`src/rtl/div_unit.sv`:
```
// div_unit: multi-cycle restoring integer divider (DIV/DIVU) for the EX stage.
//   clk          : clock, all state changes on the rising edge
//   rst          : asynchronous reset, active low
//   start_i      : divide request, sampled in FREE, held until ready_o is seen
//   annul_i      : cancel the requested or in-flight divide (pipeline flush)
//   signed_div_i : two's-complement divide (honoured only when SIGNED_EN != 0)
//   opdata1_i    : dividend
//   opdata2_i    : divisor
//   result_o     : {remainder, quotient}, feeds HI/LO
//   ready_o      : result valid
//   busy_o       : divide in flight (BY_ZERO or ON), stalls EX
module div_unit #(
  parameter int DATA_W    = 32,
  parameter int SIGNED_EN = 1
) (
  input  logic                clk,
  input  logic                rst,
  input  logic                start_i,
  input  logic                annul_i,
  input  logic                signed_div_i,
  input  logic [DATA_W-1:0]   opdata1_i,
  input  logic [DATA_W-1:0]   opdata2_i,
  output logic [2*DATA_W-1:0] result_o,
  output logic                ready_o,
  output logic                busy_o
);

  localparam int   CNT_W = $clog2(DATA_W + 1);
  localparam logic SEN   = (SIGNED_EN != 0);
  localparam logic [CNT_W-1:0] LAST = CNT_W'(DATA_W - 1);

  typedef enum logic [1:0] {ST_FREE, ST_BY_ZERO, ST_ON, ST_END} state_e;

  state_e              state_q;
  logic [CNT_W-1:0]    cnt_q;
  logic [DATA_W-1:0]   quo_q;     // dividend magnitude, shifted out MSB-first; quotient bits shift in
  logic [DATA_W-1:0]   rem_q;     // partial remainder, always < divisor
  logic [DATA_W-1:0]   dvs_q;     // divisor magnitude
  logic                neg_quo_q; // operand signs differ
  logic                neg_rem_q; // dividend negative
  logic [2*DATA_W-1:0] result_q;
  logic                ready_q;

  // operand sign handling at acceptance
  logic              sgn, op1_neg, op2_neg;
  logic [DATA_W-1:0] op1_mag, op2_mag;

  assign sgn     = signed_div_i & SEN;
  assign op1_neg = sgn & opdata1_i[DATA_W-1];
  assign op2_neg = sgn & opdata2_i[DATA_W-1];
  assign op1_mag = op1_neg ? (~opdata1_i + 1'b1) : opdata1_i;
  assign op2_mag = op2_neg ? (~opdata2_i + 1'b1) : opdata2_i;

  // one restoring step; DATA_W+1 bits so the borrow shows up in the MSB
  logic [DATA_W:0]   rem_sh, diff;
  logic              qbit;
  logic [DATA_W-1:0] rem_nx, quo_nx, q_fin, r_fin;

  assign rem_sh = {rem_q, quo_q[DATA_W-1]};
  assign diff   = rem_sh - {1'b0, dvs_q};
  assign qbit   = ~diff[DATA_W];
  // on restore rem_sh < divisor, so its top bit is zero and dropping it is exact
  assign rem_nx = qbit ? diff[DATA_W-1:0] : rem_sh[DATA_W-1:0];
  assign quo_nx = {quo_q[DATA_W-2:0], qbit};
  // -2^(W-1) / -1 wraps back to -2^(W-1) here, no exception
  assign q_fin  = neg_quo_q ? (~quo_nx + 1'b1) : quo_nx;
  assign r_fin  = neg_rem_q ? (~rem_nx + 1'b1) : rem_nx;

  always_ff @(posedge clk or negedge rst) begin
    if (!rst) begin
      state_q   <= ST_FREE;
      cnt_q     <= '0;
      quo_q     <= '0;
      rem_q     <= '0;
      dvs_q     <= '0;
      neg_quo_q <= 1'b0;
      neg_rem_q <= 1'b0;
      result_q  <= '0;
      ready_q   <= 1'b0;
    end else begin
      case (state_q)
        ST_FREE: begin
          if (start_i && !annul_i) begin
            if (opdata2_i == '0) begin
              state_q <= ST_BY_ZERO;
            end else begin
              state_q   <= ST_ON;
              quo_q     <= op1_mag;
              dvs_q     <= op2_mag;
              rem_q     <= '0;
              neg_quo_q <= op1_neg ^ op2_neg;
              neg_rem_q <= op1_neg;
              cnt_q     <= '0;
            end
          end
        end
        ST_BY_ZERO: begin
          if (annul_i) begin
            state_q <= ST_FREE;
          end else begin
            state_q  <= ST_END;
            result_q <= '0;
          end
        end
        ST_ON: begin
          if (annul_i) begin
            state_q <= ST_FREE;
          end else begin
            quo_q <= quo_nx;
            rem_q <= rem_nx;
            cnt_q <= cnt_q + 1'b1;
            if (cnt_q == LAST) begin
              state_q  <= ST_END;
              result_q <= {r_fin, q_fin};
            end
          end
        end
        ST_END: begin
          // ready rises one edge after entering END and falls with the exit edge
          if (!start_i || annul_i) begin
            state_q <= ST_FREE;
            ready_q <= 1'b0;
          end else begin
            ready_q <= 1'b1;
          end
        end
        default: state_q <= ST_FREE;
      endcase
    end
  end

  assign result_o = result_q;
  assign ready_o  = ready_q;
  assign busy_o   = (state_q == ST_ON) || (state_q == ST_BY_ZERO);

endmodule

```
`config.mk`:
```
export PLATFORM = sky130hd
export DESIGN_NAME = div_unit
export DESIGN_NICKNAME = d
export VERILOG_FILES = /design/src/rtl/div_unit.sv
export SDC_FILE = /design/constraint.sdc
export NUM_CORES = 1
export LEC_CHECK = 0
export BUFFER_PORTS_ARGS = -buffer_cell sky130_fd_sc_hd__clkbuf_2
export CAP_MARGIN = 10
export CELL_PAD_IN_SITES_DETAIL_PLACEMENT = 1
export CELL_PAD_IN_SITES_GLOBAL_PLACEMENT = 1
export CORE_ASPECT_RATIO = 1.25
export CORE_MARGIN = 8
export CORE_UTILIZATION = 48
export DETAILED_ROUTE_END_ITERATION = 8
export PLACE_DENSITY_LB_ADDON = 0.2
export SYNTH_ARGS = -nofsm -noshare
export SYNTH_HDL_FRONTEND = slang
export SYNTH_SLANG_ARGS = --single-unit
```
`constraint.sdc`:
```
create_clock -name clk -period 13.2 [get_ports clk]
set_input_delay 0.66 -clock clk [delete_from_list [all_inputs] [get_ports clk]]
set_output_delay 0.66 -clock clk [all_outputs]
set_load 0.05 [all_outputs]
```
== After elaboration in Yosys (flattened, before gate mapping) ==
Index checks and enable logic that the tools add are counted.
Widths: inputs -> output; s select.

* $add $sub $neg: 6
* Equal/unequal tests: 11
* Muxes and demuxes: 29
* Bitwise gates (word level): 9
* Reduce and logical (&&, ||, !) cells: 13

{| class="wikitable"
|+ Operator list
! cell !! count
|-
| $mux 32 || 11
|-
| $mux 64 || 3
|-
| $add 32x1->32 const B || 4
|-
| $not 32->32 || 4
|-
| $pmux 32 s2 || 2
|-
| $pmux 64 s2 || 1
|-
| $sub 33x32->33 || 1
|-
| $logic_not 32->1 || 1
|-
| $mux 6 || 3
|-
| $mux 2 || 6
|-
| $ne 2x2->1 const B || 6
|-
| $pmux 6 s2 || 1
|-
| $pmux 2 s4 || 1
|-
| $reduce_and 4->1 || 2
|-
| $add 6x1->6 const B || 1
|-
| $eq 6x5->1 const B || 1
|-
| $reduce_and 3->1 || 2
|-
| $eq 2x2->1 const B || 2
|-
| $reduce_bool 2->1 || 2
|-
| $ne 3x3->1 const B || 1
|-
| $and 1x1->1 || 2
|-
| $eq 2x1->1 const B || 1
|-
| $logic_not 1->1 || 2
|-
| $logic_not 2->1 || 1
|-
| other kinds (5) || 7
|}

* Register bits: 171

== Logic depth before layout (Yosys ltp) ==
* Depth in word-level cells: 8
* Gate-level depth with buffers: 24

== Least setup slack after synthesis ==
Ideal clock, no wire load.

* Path type: reg2reg
* From: register quo_q[31]
* To: register result_q[62], in the netlist result_o[62]
* Arrival time: 4.451 ns
* Data required time: 13.069 ns
* Setup slack: 8.617 ns
* Stages on the path, launching flop included: 24
* Path buffers: 3
* Cell sequence: dfrtp_1 > inv_1 > ha_1 > fa_1 > nand2b_1 > a21o_1 > and3_1 > nor4b_2 > o2111a_1 > o21a_2 > nor2_8 > inv_2 > buf_4 > buf_2 > buf_2 > o21ai_0 > inv_1 > ha_1 > inv_1 > nor4b_2 > o211ai_4 > o31ai_4 > xor2_1 > o21ai_1

* Word-level cells in the longest chain between the ends: 8

{| class="wikitable"
|+ Ends and longest elaborated chain
! item !! line !! RTL
|-
| start: declaration || 36 || <nowiki>logic [DATA_W-1:0] quo_q;</nowiki>
|-
| start signal: assignment || 88 || <nowiki>quo_q <= op1_mag;</nowiki>
|-
| start signal: assignment || 109 || <nowiki>quo_q <= quo_nx;</nowiki>
|-
| $sub 33x32->33 || 60 || <nowiki>assign diff = rem_sh - {1'b0, dvs_q};</nowiki>
|-
| $mux 32 (*) || 63 || <nowiki>assign rem_nx = qbit ? diff[DATA_W-1:0] : rem_sh[DATA_W-1:0];</nowiki>
|-
| $not 32->32 || 67 || <nowiki>assign r_fin = neg_rem_q ? (~rem_nx + 1'b1) : rem_nx;</nowiki>
|-
| $add 32x1->32 || 67 ||
|-
| $mux 32 (*) || 67 ||
|-
| $mux 64 (*) || 112 || <nowiki>if (cnt_q == LAST) begin</nowiki>
|-
| $mux 64 (*) || 106 || <nowiki>if (annul_i) begin</nowiki>
|-
| $pmux 64 s2 (*) || 81 || <nowiki>case (state_q)</nowiki>
|-
| end signal: assignment || 114 || <nowiki>result_q <= {r_fin, q_fin};</nowiki>
|-
| end: declaration || 41 || <nowiki>logic [2*DATA_W-1:0] result_q;</nowiki>
|}

Mark *: on every way between the ends. The rest lies on a longest branch, timed or not. The select of a mux whose other input is x is not followed.
A chain may end at the register's enable or synchronous reset.

== Worst setup path in the final report ==
* From: register quo_q[31]
* To: register result_q[58], in the netlist result_o[58]

The elaborated chain is that of the path after synthesis.

==> key figures <==
Detailed routing
  • Drt pass-1 iters: 4
  • Via count: 11277
  • DR DRC count: 0
  • Post-DRT Antenna Nets: 0
  • Vias per cell: 5.92
  • WL/cell: 20.4 microns
  • Routed WL: 38.9 mm
  • Violation count after the first detailed-route iteration: 425

Placed design
  • Detailed Place HPWL: 29.0 mm
  • # placed instances: 1872
  • Global placement routability congestion: 0.923
  • I/O Buffers: 134

Critical path
  • Crit path cell chain: inv_1 -> ha_1 -> fa_1 -> nand2b_1 -> a21o_1 -> and3_1 -> nor4b_2 -> o2111a_1 -> nor3_2 -> nor2_8 -> inv_2 -> nand2_1 -> o21ai_0 -> inv_1 -> ha_1 -> inv_1 -> nor4b_2 -> o211ai_4 -> o21ai_1 -> xor2_1 -> o21ai_1
  • Reg-to-Reg Start: quo_q[31]
  • Number of cells on the critical path: 21
  • CP max stage delay: 0.61 ns
  • Slowest stage cell on the critical path: nor2_8
  • CP Launch Point: quo_q[31]
  • Most used cell, CP: inv_1
  • Crit path launch type: flop
  • Crit path required time: 13.49 ns
  • Buf+Inv Stages, Crit Path: 4
  • Crit Path Category: reg -> reg
  • Crit end category: flop
  • WP data arrival: 6.02 ns
  • Crit path max-delay family: simple AND/OR/NAND/NOR gates
  • Max Fanout on Critical Path: 44
  • Reg2Reg Depth: 21

Synth
  • Avg Inst Size Synth: 8.14 sq um
  • Post-synthesis mux area share: 2.47%
  • EDFF count, synth: 0
  • Top_reg_cell synth: dfrtp_1
  • Asr flop ratio synth: 100%
  • Mapped Cells: 1474
  • Synthesized Nets: 1585
  • Largest family of logic cells by synthesized area: compound AO/OA/AOI/OAI gates
  • Post-synthesis simple-gate area fraction: 18.7%
  • Mapped cell area: 12000 sq um
  • Synth Register Bits: 171
  • Synth cell types: 82
  • Sequential element share of the synthesized area: 35.7%
  • Adder-Cell Fraction of Synth Area: 4.44%
  • Complex-gate fraction of the synthesized area: 23.7%
  • Synth warn: 0
  • Xor and xnor area share after synthesis: 10.7%

CTS
  • Latest clock arrival within the worst-skew pair: 0.45 ns
  • CTS Buf Count: 17
  • Setup Fix Bufs, Post-CTS: 0
  • Clock transition at path regs: 0.07 ns
  • Post-CTS Resized: 0
  • Cts hold-fix bufs: 0
  • CTS Sinks: 171
  • CTS root buffer: clkbuf_16
  • TritonCTS clock tree: yes
  • H-tree Lvls: 4
  • Clock buffer depth: 2

GRT
  • Largest net degree at the start of global routing: 109
  • First-pass GRT wire length: 63.3 mm
  • Gr ovfl total: 0
  • Initial antenna violation count: 1
  • GRT Total Usage: 26.4%
  • Vias in the first global route: 12283

Timing
  • Peak Freq: 0.175 GHz
  • Setup_tns: 0 ns
  • Layout Skew: 0.0129 ns
  • Slew of the pin with the lowest slew margin: 1.14 ns
  • RSZ-0062 raised after global routing: no
  • Slew Viols, Final: 0
  • Endpoints failing hold: 0
  • Final period utilization: 43.4%
  • Fin crit period: 5.73 ns
  • Relative slew slack: 24.0%
  • Final setup vio count: 0

Floorplanning
  • Row count: 64
  • Ports: 135
  • Die Ht: 193 microns
  • Initial core utilization: 48.9%
  • Area of the die: 30300 sq um
  • Core Area: 24500 sq um
  • Die Wd: 157 microns

Power
  • Cell Pwr Density: 220 nW/um^2
  • Peak supply drop: 0.000111 V
  • Leakage: 0.00598 uW

Layout
  • Fin cells: 1904
  • Fillers: 3085
  • Final net count: 1672
  • Most common cell after layout, fill and taps aside: nand2_1
  • Most frequent cells in the layout: nand2_1 (227), o21ai_0 (184), dfrtp_1 (171)
  • Layout cells sized above 1: 13.8%
  • Diodes inserted: 0
  • Area grow syn2layout: 12.5%

Flow run
  • Maxcap violations: 0

Hold path
  • Worst hold path class: in -> async

Outcome
  • Outcome: finished clean
-- cell families (layout without fill, tap and decap cells) --
logic type / Yosys count / after routing
xor gates and xnor gates: 146 / 146
buffers and inverters: 130 / 230
and+or+nand+nor: 492 / 492
muxes: 29 / 29
DFF: 171 / 171
adders and majority gates: 42 / 42
AOI/OAI and AO/OA: 464 / 464
-- state kept, by name, indices dropped and copies added, names as in the netlist --
name and flops:
rem_q 32, ready_o 1, quo_q 32, dvs_q 32, neg_quo_q 1, neg_rem_q 1
cnt_q 6, result_o 64, state_q 2
-- worst paths after layout --
path                           endpoint  slack, ns
max reg2reg                result_o[58]       7.47
max in group asynchronous      rem_q[1]      11.12
min                           dvs_q[28]       0.17
min reg2reg                   dvs_q[23]       0.48
min in group clk              dvs_q[23]       0.48
max                        result_o[58]       7.47
-- layout make-up --
type	instances	area [sq um]	share of cell area [%]
clock buffer	18	439	3.26
clock inverter	14	204	1.51
inverter	57	214	1.59
multi-input combinational	1173	7210	53.5
sequential	171	4280	31.7
tap	330	413	3.06
timing repair buffer	141	729	5.41
-- worst register-to-register path, stage by stage (launching register included) --
cell      delay [ns]
dfrtp_1         0.41
inv_1           0.10
ha_1            0.24
fa_1            0.42
nand2b_1        0.18
a21o_1          0.19
and3_1          0.20
nor4b_2         0.32
o2111a_1        0.30
nor3_2          0.13
nor2_8          0.61
inv_2           0.54
nand2_1         0.17
o21ai_0         0.10
inv_1           0.15
ha_1            0.25
inv_1           0.13
nor4b_2         0.48
o211ai_4        0.20
o21ai_1         0.21
xor2_1          0.19
o21ai_1         0.07
-- stage by stage --
| stage | setup WS, ns | util [%] | total power [uW] | hold slack (ns) | instance area (sq um) |
|---|---|---|---|---|---|
| 3_5_place_dp | 7.51 | 52.4 | 2400 | 0.473 | 12800 |
| 4_1_cts | 7.47 | 55.1 | 2990 | 0.204 | 13500 |
| 5_1_grt | 7.05 | 55.1 | 3180 | 0.228 | 13500 |
| 2_1_floorplan | 8.62 | - | 1960 | 0.364 | 12000 |
| 6_report | 7.47 | 55.1 | 2970 | 0.169 | 13500 |
| 3_3_place_gp | 7.77 | 52.4 | 2350 | 0.463 | 12800 |
-- cells in the mapped netlist, types with 4 or more instances --
cell | number | area share (%)
o41ai_1 | 10 | 0.73
a31oi_1 | 7 | 0.37
nor2_1 | 125 | 3.9
a21o_1 | 10 | 0.63
nor2b_1 | 6 | 0.31
a21oi_1 | 117 | 4.9
nor4_1 | 9 | 0.47
a211oi_1 | 6 | 0.38
nand3_1 | 19 | 0.79
clkbuf_1 | 47 | 1.5
and3_1 | 4 | 0.21
o21ai_1 | 25 | 1.0
buf_2 | 13 | 0.54
o21a_1 | 7 | 0.44
o21ai_0 | 184 | 7.7
nand3b_1 | 4 | 0.25
nand4_1 | 8 | 0.42
buf_1 | 10 | 0.31
o31a_1 | 5 | 0.37
mux2_2 | 5 | 0.47
ha_1 | 41 | 4.3
mux2i_1 | 24 | 2.0
a22o_1 | 8 | 0.58
inv_1 | 55 | 1.7
nand2_1 | 228 | 7.1
dfrtp_1 | 171 | 36
nand2b_1 | 7 | 0.37
or3_1 | 13 | 0.68
xor2_1 | 83 | 6.1
or4_1 | 16 | 1.0
o21bai_1 | 5 | 0.31
nor3_1 | 27 | 1.1
xnor2_1 | 63 | 4.6
o31ai_1 | 28 | 1.8
and2_1 | 6 | 0.31
o41ai_2 | 5 | 0.68
o22ai_1 | 4 | 0.21
o211ai_1 | 7 | 0.44
-- report_power, final --
| group | total (uW) | internal, uW | switching, uW | leakage (uW) |
|---|---|---|---|---|
| clock | 564 | 327 | 237 | 0.000316 |
| combinational | 1560 | 470 | 1090 | 0.00347 |
| sequential | 852 | 697 | 155 | 0.00219 |
| total | 2970 | 1490 | 1480 | 0.00598 |
-- routing by layer --
metal / GRT usage, % / vias up / wire length, microns
met1: 26.7 / 5595 / 14400
li1: - / 5348 / -
met5: 0 / - / 0
met3: 4.21 / 121 / 1100
met4: 15.6 / 0 / 2290
met2: 50.2 / 213 / 21100
Note: power is estimated with default switching activity, not from simulation.
